$ cat src/rtl/fp_mul_pipe.sv
// Pipelined multi-lane floating-point multiplier with valid/ready handshakes on both sides.
// Define FPMUL_EXC_FLAGS_EN to add the per-lane {invalid,overflow,underflow} exc output.
module fp_mul_pipe #(
  parameter int  LANES = 1,
  parameter int  EXP_W = 8,
  parameter int  MAN_W = 23,
  parameter int  LAT   = 3,
  localparam int W     = 1 + EXP_W + MAN_W
) (
  input  logic               clk,
  input  logic               rst_n,
  input  logic               in_valid,
  output logic               in_ready,
  input  logic [LANES*W-1:0] a,
  input  logic [LANES*W-1:0] b,
  output logic               out_valid,
  input  logic               out_ready,
  output logic [LANES*W-1:0] q
`ifdef FPMUL_EXC_FLAGS_EN
  ,
  output logic [LANES*3-1:0] exc
`endif
);

  localparam int PW = 2 * MAN_W + 2;
  localparam int EW = EXP_W + 2;
  localparam logic signed [EW-1:0] BIAS   = EW'((1 << (EXP_W - 1)) - 1);
  localparam logic signed [EW-1:0] E_MAX  = EW'((1 << EXP_W) - 1);
  localparam logic signed [EW-1:0] E_ZERO = '0;

  typedef enum logic [1:0] {K_NORM, K_ZERO, K_INF, K_NAN} kind_e;

  if (LAT < 3) begin : g_bad_lat
    $error("fp_mul_pipe: LAT must be at least 3");
  end

  // First match wins: NaN or 0 x inf, then inf, then zero. Denormals count as zero.
  function automatic kind_e classify(input logic [W-1:0] x, input logic [W-1:0] y);
    logic x_max, y_max, x_zero, y_zero, x_frac, y_frac;
    x_max  = &x[MAN_W +: EXP_W];
    y_max  = &y[MAN_W +: EXP_W];
    x_zero = ~|x[MAN_W +: EXP_W];
    y_zero = ~|y[MAN_W +: EXP_W];
    x_frac = |x[MAN_W-1:0];
    y_frac = |y[MAN_W-1:0];
    if ((x_max & x_frac) | (y_max & y_frac) | (x_zero & y_max) | (x_max & y_zero))
      return K_NAN;
    else if (x_max | y_max)
      return K_INF;
    else if (x_zero | y_zero)
      return K_ZERO;
    return K_NORM;
  endfunction

  logic           ready_q;
  logic [LAT-1:0] vld_q;
  logic           stall;
  logic           adv;
  logic           accept;

  assign stall     = vld_q[LAT-1] & ~out_ready;
  assign adv       = ~stall;
  assign in_ready  = ready_q & ~stall;
  assign accept    = in_valid & in_ready;
  assign out_valid = vld_q[LAT-1];

  // NOTE: sequential state uses non-blocking assignments so every register samples pre-edge values.
  always_ff @(posedge clk or negedge rst_n) begin
    if (!rst_n) begin
      ready_q <= 1'b0;
      vld_q   <= '0;
    end else begin
      ready_q <= 1'b1;
      if (adv) vld_q <= {vld_q[LAT-2:0], accept};
    end
  end

  logic [LANES*W-1:0] s3_res;
`ifdef FPMUL_EXC_FLAGS_EN
  logic [LANES*3-1:0] s3_exc;
`endif

  for (genvar l = 0; l < LANES; l++) begin : g_lane
    logic [W-1:0]            op_a, op_b;
    kind_e                   s1_kind_q, s2_kind_q;
    logic                    s1_sign_q, s2_sign_q;
    logic [EXP_W-1:0]        s1_ea_q, s1_eb_q;
    logic [MAN_W:0]          s1_ma_q, s1_mb_q;
    logic [PW-1:0]           s2_prod_q;
    logic signed [EW-1:0]    s2_exp_q;
    logic                    norm_hi, guard, sticky, rnd_up;
    logic [MAN_W:0]          mant;
    logic [MAN_W+1:0]        rnd;
    logic signed [EW-1:0]    exp_n, exp_r;
    logic [MAN_W-1:0]        frac;
    logic                    is_ovf, is_unf;
    logic [W-1:0]            lane_res;

    assign op_a = a[l*W +: W];
    assign op_b = b[l*W +: W];

    always_ff @(posedge clk or negedge rst_n) begin
      if (!rst_n) begin
        s1_kind_q <= K_NORM;
        s1_sign_q <= 1'b0;
        s1_ea_q   <= '0;
        s1_eb_q   <= '0;
        s1_ma_q   <= '0;
        s1_mb_q   <= '0;
        s2_kind_q <= K_NORM;
        s2_sign_q <= 1'b0;
        s2_prod_q <= '0;
        s2_exp_q  <= '0;
      end else if (adv) begin
        s1_kind_q <= classify(op_a, op_b);
        s1_sign_q <= op_a[W-1] ^ op_b[W-1];
        s1_ea_q   <= op_a[MAN_W +: EXP_W];
        s1_eb_q   <= op_b[MAN_W +: EXP_W];
        s1_ma_q   <= {1'b1, op_a[MAN_W-1:0]};
        s1_mb_q   <= {1'b1, op_b[MAN_W-1:0]};
        s2_kind_q <= s1_kind_q;
        s2_sign_q <= s1_sign_q;
        s2_prod_q <= s1_ma_q * s1_mb_q;
        s2_exp_q  <= $signed({2'b00, s1_ea_q}) + $signed({2'b00, s1_eb_q}) - BIAS;
      end
    end

    // NOTE: every combinational output gets a default first so no path can infer a latch.
    always_comb begin
      norm_hi  = s2_prod_q[PW-1];
      mant     = norm_hi ? s2_prod_q[PW-1 -: MAN_W+1] : s2_prod_q[PW-2 -: MAN_W+1];
      guard    = norm_hi ? s2_prod_q[MAN_W] : s2_prod_q[MAN_W-1];
      sticky   = norm_hi ? |s2_prod_q[MAN_W-1:0] : |s2_prod_q[MAN_W-2:0];
      exp_n    = s2_exp_q + $signed({{(EW-1){1'b0}}, norm_hi});
      rnd_up   = guard & (sticky | mant[0]);
      rnd      = {1'b0, mant} + {{(MAN_W+1){1'b0}}, rnd_up};
      // A rounding carry-out leaves 10...0, so the renormalised fraction is all zeros.
      exp_r    = exp_n + $signed({{(EW-1){1'b0}}, rnd[MAN_W+1]});
      frac     = rnd[MAN_W+1] ? rnd[MAN_W:1] : rnd[MAN_W-1:0];
      is_ovf   = (s2_kind_q == K_NORM) && (exp_r >= E_MAX);
      is_unf   = (s2_kind_q == K_NORM) && (exp_r <= E_ZERO);
      lane_res = {s2_sign_q, exp_r[EXP_W-1:0], frac};
      if (s2_kind_q == K_NAN)
        lane_res = {1'b0, {EXP_W{1'b1}}, 1'b1, {(MAN_W-1){1'b0}}};
      else if ((s2_kind_q == K_INF) || is_ovf)
        lane_res = {s2_sign_q, {EXP_W{1'b1}}, {MAN_W{1'b0}}};
      else if ((s2_kind_q == K_ZERO) || is_unf)
        lane_res = {s2_sign_q, {(W-1){1'b0}}};
    end

    assign s3_res[l*W +: W] = lane_res;
`ifdef FPMUL_EXC_FLAGS_EN
    assign s3_exc[l*3 +: 3] = {s2_kind_q == K_NAN, is_ovf, is_unf};
`endif
  end

  logic [LANES*W-1:0] res_q [LAT-2];

  // NOTE: result registers are reset too, because q must read zero out of reset.
  always_ff @(posedge clk or negedge rst_n) begin
    if (!rst_n) begin
      for (int i = 0; i < LAT - 2; i++) res_q[i] <= '0;
    end else if (adv) begin
      res_q[0] <= s3_res;
      for (int i = 1; i < LAT - 2; i++) res_q[i] <= res_q[i-1];
    end
  end

  assign q = res_q[LAT-3];

`ifdef FPMUL_EXC_FLAGS_EN
  logic [LANES*3-1:0] exc_q [LAT-2];

  always_ff @(posedge clk or negedge rst_n) begin
    if (!rst_n) begin
      for (int i = 0; i < LAT - 2; i++) exc_q[i] <= '0;
    end else if (adv) begin
      exc_q[0] <= s3_exc;
      for (int i = 1; i < LAT - 2; i++) exc_q[i] <= exc_q[i-1];
    end
  end

  assign exc = exc_q[LAT-3];
`endif

endmodule

$ cat config.mk
export PLATFORM = sky130hd
export DESIGN_NAME = fp_mul_pipe
export DESIGN_NICKNAME = d
export VERILOG_FILES = /design/src/rtl/fp_mul_pipe.sv
export SDC_FILE = /design/constraint.sdc
export NUM_CORES = 2
export LEC_CHECK = 0
export BUFFER_PORTS_ARGS = -buffer_cell sky130_fd_sc_hd__buf_2
export CORE_UTILIZATION = 30
export CTS_BUF_LIST = sky130_fd_sc_hd__clkbuf_16
export DETAILED_ROUTE_END_ITERATION = 10
export PLACE_DENSITY = 0.41
export SLEW_MARGIN = 20
export SYNTH_ARGS = -nofsm -noshare
export SYNTH_HDL_FRONTEND = slang
export SYNTH_SLANG_ARGS = --single-unit
export TNS_END_PERCENT = 100
$ cat constraint.sdc
create_clock -name clk -period 10.35 [get_ports clk]
set_input_delay 0 -clock clk [delete_from_list [all_inputs] [get_ports clk]]
set_output_delay 0 -clock clk [all_outputs]
set_load 0.1 [all_outputs]
# ---- Yosys cells after proc, flatten, opt, wreduce, memory -nomap -nowiden
# Cells that the tools add are included.
dict set report totals {
  output_inout_bits 34
  mem_bits_rw 0
  latchBits 0
  n_memories 0
  rom_bits 0
  reg_bits 164
}
dict set report classes {
  n_lt_le_gt_ge 2
  n_div 0
  n_bitwise 17
  reduce_logical 15
  shift 0
  n_eq_ne 3
  mux 15
  addsub 5
  mul 1
}
# operator count
set ops {}
lappend ops {{$reduce_or 23->1} 3}
lappend ops {{$mux 31} 2}
lappend ops {{$mul 24x24->48} 1}
lappend ops {{$mux 32} 1}
lappend ops {{$add 24x1->25} 1}
lappend ops {{$mux 24} 1}
lappend ops {{$mux 23} 1}
lappend ops {{$reduce_or 22->1} 1}
lappend ops {{$add 10x2->10} 2}
lappend ops {{$reduce_and 8->1} 2}
lappend ops {{$reduce_or 8->1} 2}
lappend ops {{$ge 10x9->1 const B} 1}
lappend ops {{$le 10x1->1 const B} 1}
lappend ops {{$sub 9x7->10 const B} 1}
lappend ops {{$add 8x8->9} 1}
lappend ops {{$and 1x1->1} 8}
lappend ops {{$mux 2} 4}
lappend ops {{$mux 1} 6}
lappend ops {{$or 1x1->1} 6}
lappend ops {{$eq 2x2->1 const B} 2}
lappend ops {{$eq 2x1->1 const B} 1}
lappend ops {{$logic_and 1x1->1} 2}
lappend ops {{$logic_not 1->1} 2}
lappend ops {{$logic_not 2->1} 1}
lappend ops {{3 further kinds} 5}

# ---- Logic depth before layout (Yosys ltp)
dict set report logic_depth {
  word_depth 12
  ltp_mapped 28
}

# ---- Least setup slack after synthesis
# No wires, ideal clock.
dict set report synth_timing {
  kind {reg2reg}
  startpoint {register g_lane[0].s1_mb_q[3]}
  endpoint {register g_lane[0].s2_prod_q[47]}
  setup_ps 120
  setup_slack_ps 3331
  arrival_time_ps 6899
  path_buffers 2
  path_stages_with_launch 28
  path_cell_list {dfrtp_1 -> clkbuf_1 -> clkbuf_1 -> nand2_1 -> fa_1 -> inv_1 -> fa_1 -> inv_1 -> fa_1 -> inv_1 -> fa_1 -> inv_1 -> fa_1 -> inv_1 -> fa_1 -> inv_1 -> fa_1 -> inv_1 -> ha_1 -> nand4_2 -> nor4_1 -> a21boi_2 -> o31ai_2 -> a2111oi_2 -> o21bai_2 -> a2111oi_4 -> o21ai_1 -> a31o_1}
}
dict set report synth_between {
  elab_chain_cells 1
}
# element line
set synth_rtl {}
lappend synth_rtl {{start: declaration} 88} ;# logic [MAN_W:0] s1_ma_q, s1_mb_q;
lappend synth_rtl {{start signal: assignment} 120} ;# s1_mb_q <= {1'b1, op_b[MAN_W-1:0]};
lappend synth_rtl {{$mul 24x24->48} 123} ;# s2_prod_q <= s1_ma_q * s1_mb_q;
lappend synth_rtl {{end signal: assignment} 123}
lappend synth_rtl {{end: declaration} 89} ;# logic [PW-1:0] s2_prod_q;
# Every way passes these cells.
# A chain may end at the register's enable or synchronous reset.

# ---- Worst setup path after layout
dict set report layout_timing {
  startpoint {register g_lane[0].s1_mb_q[5]}
  endpoint {register g_lane[0].s2_prod_q[35]}
}
# Same word-level chain as after synthesis.

==> impl_metrics.env <==
export IMPL_routabilityCongestion=0.8394
export IMPL_die_w_um=300.8
export IMPL_drt_iter0_drc=838
export IMPL_fillers=9288
export IMPL_clkTransAtPathRegs_ns=0.07
export IMPL_fin_ws_ns=2.274
export IMPL_syn_area_per_cell_um2=8.797
export IMPL_wl_per_cell_um=18.96
export IMPL_fin_skew_ns=0.02268
export IMPL_ys_seq_area_frac=0.1523
export IMPL_max_stage_delay_ns=1.11
export IMPL_cp_slowest_cell="dfrtp_1"
export IMPL_fin_setup_tns_ns=0
export IMPL_synth_top_cell_area_share=0.3617
export IMPL_hold_path_class="primary input to async pin"
export IMPL_slew_headroom=0.09727
export IMPL_rows=109
export IMPL_ys_types=72
export IMPL_ys_ff_latch=163
export IMPL_synthTopCellsByArea="fa_1, dfrtp_1, ha_1, nand2_1, inv_1"
export IMPL_synth_nets=3788
export IMPL_syn_inst=3045
export IMPL_period_share=0.7803
export IMPL_period_needed_ns=8.076
export IMPL_synth_common_cells="nand2_1, inv_1, fa_1"
export IMPL_synth_edf_count=0
export IMPL_die_area_mm2=0.09049
export IMPL_cts_setup_buffers=0
export IMPL_status="complete, no violations"
export IMPL_tightest_slew_ns=1.343
export IMPL_dp_hpwl_mm=62.79
export IMPL_num_nets_final=3866
export IMPL_synthesis_area_mm2=0.02679
export IMPL_cts_max_path_buffers=2
export IMPL_crit_required_ns=10.67
export IMPL_ys_flop_type="dfrtp_1"
export IMPL_antenna_found_initial=2
export IMPL_final_max_slew_viol_count=0
export IMPL_worstPathMaxFanout=25
export IMPL_crit_buf_inv=7
export IMPL_async_flop_share=1.000
export IMPL_rsz0062_at_grt="false"
export IMPL_path_class="register to register"
export IMPL_io_pins=102
export IMPL_fp_dieH_um=300.8
export IMPL_end_kind="register"
export IMPL_dr_pass1_iters=5
export IMPL_grt_pass1_wl_mm=129.8
export IMPL_synth_top_cell_by_area="fa_1"
export IMPL_cts_buffers=17
export IMPL_routed_wl_mm=81.53
export IMPL_finalSetupViolations=0
export IMPL_hold_viol_final=0
export IMPL_core_mm2=0.08837
export IMPL_maxCapViolCount=0
export IMPL_grt_usage=0.1883
export IMPL_vias_per_cell=4.723
export IMPL_cts_tree="yes"
export IMPL_place_inst=4203
export IMPL_via_count=20310
export IMPL_htreeDepth=4
export IMPL_cts_root_buf="clkbuf_16"
export IMPL_grt_overflow_total=0
export IMPL_io_buffers=101
export IMPL_worstPathArrival_ns=8.39
export IMPL_crit_path_start_kind="register"
export IMPL_ant_nets=0
export IMPL_area_growth_pct=11.03
export IMPL_start_util=0.3031
export IMPL_utilization=0.3365
export IMPL_grt_max_degree=99
export IMPL_place_ws_ns=2.195
export IMPL_route_detailed_drc=0
export IMPL_drive_gt1_frac=0.06635
export IMPL_insertion_delay_ns=0.49
export IMPL_cp_top_family="adder cells"
export IMPL_final_cells=4300
export IMPL_multi_input_area_mm2=0.01996
export IMPL_timing_fmax_mhz=123.8
export IMPL_clock_sinks=163
export IMPL_first_global_vias=22450
export IMPL_ys_warn_count=0
export IMPL_yosysMostFrequentCell="nand2_1"
export IMPL_regArea_mm2=0.004081
export IMPL_antennaDiodeCount=0
worst register-to-register path, cell delays in order (launching register included):
cell	delay (ns)
dfrtp_1	1.11
nand2_1	0.17
fa_1	0.53
inv_1	0.05
fa_1	0.48
inv_1	0.06
fa_1	0.53
inv_1	0.05
fa_1	0.50
inv_1	0.06
fa_1	0.53
inv_1	0.05
fa_1	0.50
inv_1	0.06
fa_1	0.49
inv_1	0.05
ha_1	0.34
a21oi_1	0.17
o21a_1	0.17
o21ai_0	0.09
a31oi_1	0.24
o21ai_0	0.25
a2111oi_0	0.89
o21ai_0	0.25
xnor2_1	0.20
a21oi_1	0.09
stage by stage:
stage                     cell area, um^2  hold slack (ns)
after floorplan                     26790          -0.2956
after global placement              28490           0.1991
after detailed placement            28490           0.2101
after CTS                           29740           0.2190
after global routing                29740           0.2501
final                               29740           0.1742
cell type report:
cell class | count | share of cell area
Multi-Input combinational cell | 2165 | 0.6712
Sequential cell | 163 | 0.1372
Inverter | 558 | 0.07042
Timing Repair Buffer | 218 | 0.05237
Tap cell | 1165 | 0.04901
Clock buffer | 17 | 0.01430
Clock inverter | 14 | 0.005427
registers in the layout, indices dropped and copies added (netlist names):
name / flops
g_lane.s2_exp_q: 10
g_lane.s2_sign_q: 1
g_lane.s1_sign_q: 1
g_lane.s2_prod_q: 48
g_lane.s2_kind_q: 2
ready_q: 1
g_lane.s1_eb_q: 8
g_lane.s1_kind_q: 2
g_lane.s1_ma_q: 24
vld_q: 3
q: 32
g_lane.s1_ea_q: 8
g_lane.s1_mb_q: 23
repair_timing:
item / in CTS / in global routing
hold buffers: 66 / 0
gates resized for setup: 0 / 0
hold endpoints to repair: 161 / 0
cell usage in the layout (no fill, tap or decap), types with 6 or more instances in the layout:
master and n:
a211oi_1 11, a21boi_0 7, a21o_1 17, a21oi_1 81
a22o_1 14, a31oi_1 11, and2_1 293, and3_1 8
buf_2 100, buf_4 51, clkbuf_16 17, dfrtp_1 161
dlygate4sd3_1 66, fa_1 484, ha_1 191, inv_1 558
inv_8 6, mux2i_1 14, nand2_1 603, nand2b_1 12
nand3_1 29, nand4_1 22, nor2_1 91, nor2b_1 6
nor3_1 11, nor4_1 21, o21a_1 8, o21ai_0 71
o21bai_1 9, xnor2_1 44, xor2_1 42
kinds of logic after synthesis:
family                   after synthesis  share of synthesized area
AND/OR/NAND/NOR                     1119                     0.1956
buffers and inverters                717                     0.1032
adder cells (fa/ha/maj)              675                     0.4509
AO/OA/AOI/OAI                        267                    0.06320
flip-flops                           163                     0.1523
XOR/XNOR                              86                    0.02812
multiplexers                          17                   0.006492
other                                  1                  0.0001400
path summary, 6_finish.rpt:
check                      slack, ns                       to            startpoint  cells after the start
max in group asynchronous       8.62   g_lane[0].s2_prod_q[6]                 rst_n                      3
hold reg to reg                 0.46                 vld_q[1]              vld_q[1]                      2
setup / recovery                2.27  g_lane[0].s2_prod_q[35]  g_lane[0].s1_mb_q[5]                     25
hold / removal                  0.17    g_lane[0].s1_mb_q[12]                 rst_n                      2
setup reg to reg                2.27  g_lane[0].s2_prod_q[35]  g_lane[0].s1_mb_q[5]                     25
min in group clk                0.27    g_lane[0].s1_mb_q[22]                 b[22]                      4
metal layers:
metal	global-route usage	up-vias	share of wire
li1	-	9356	-
met1	0.2435	10514	0.45
met2	0.3298	354	0.50
met3	0.02403	86	0.032
met4	0.04895	0	0.023
met5	0	-	0
Power is not shown: default switching activity piles up to over one toggle a cycle in this logic, so the estimate is an artifact.
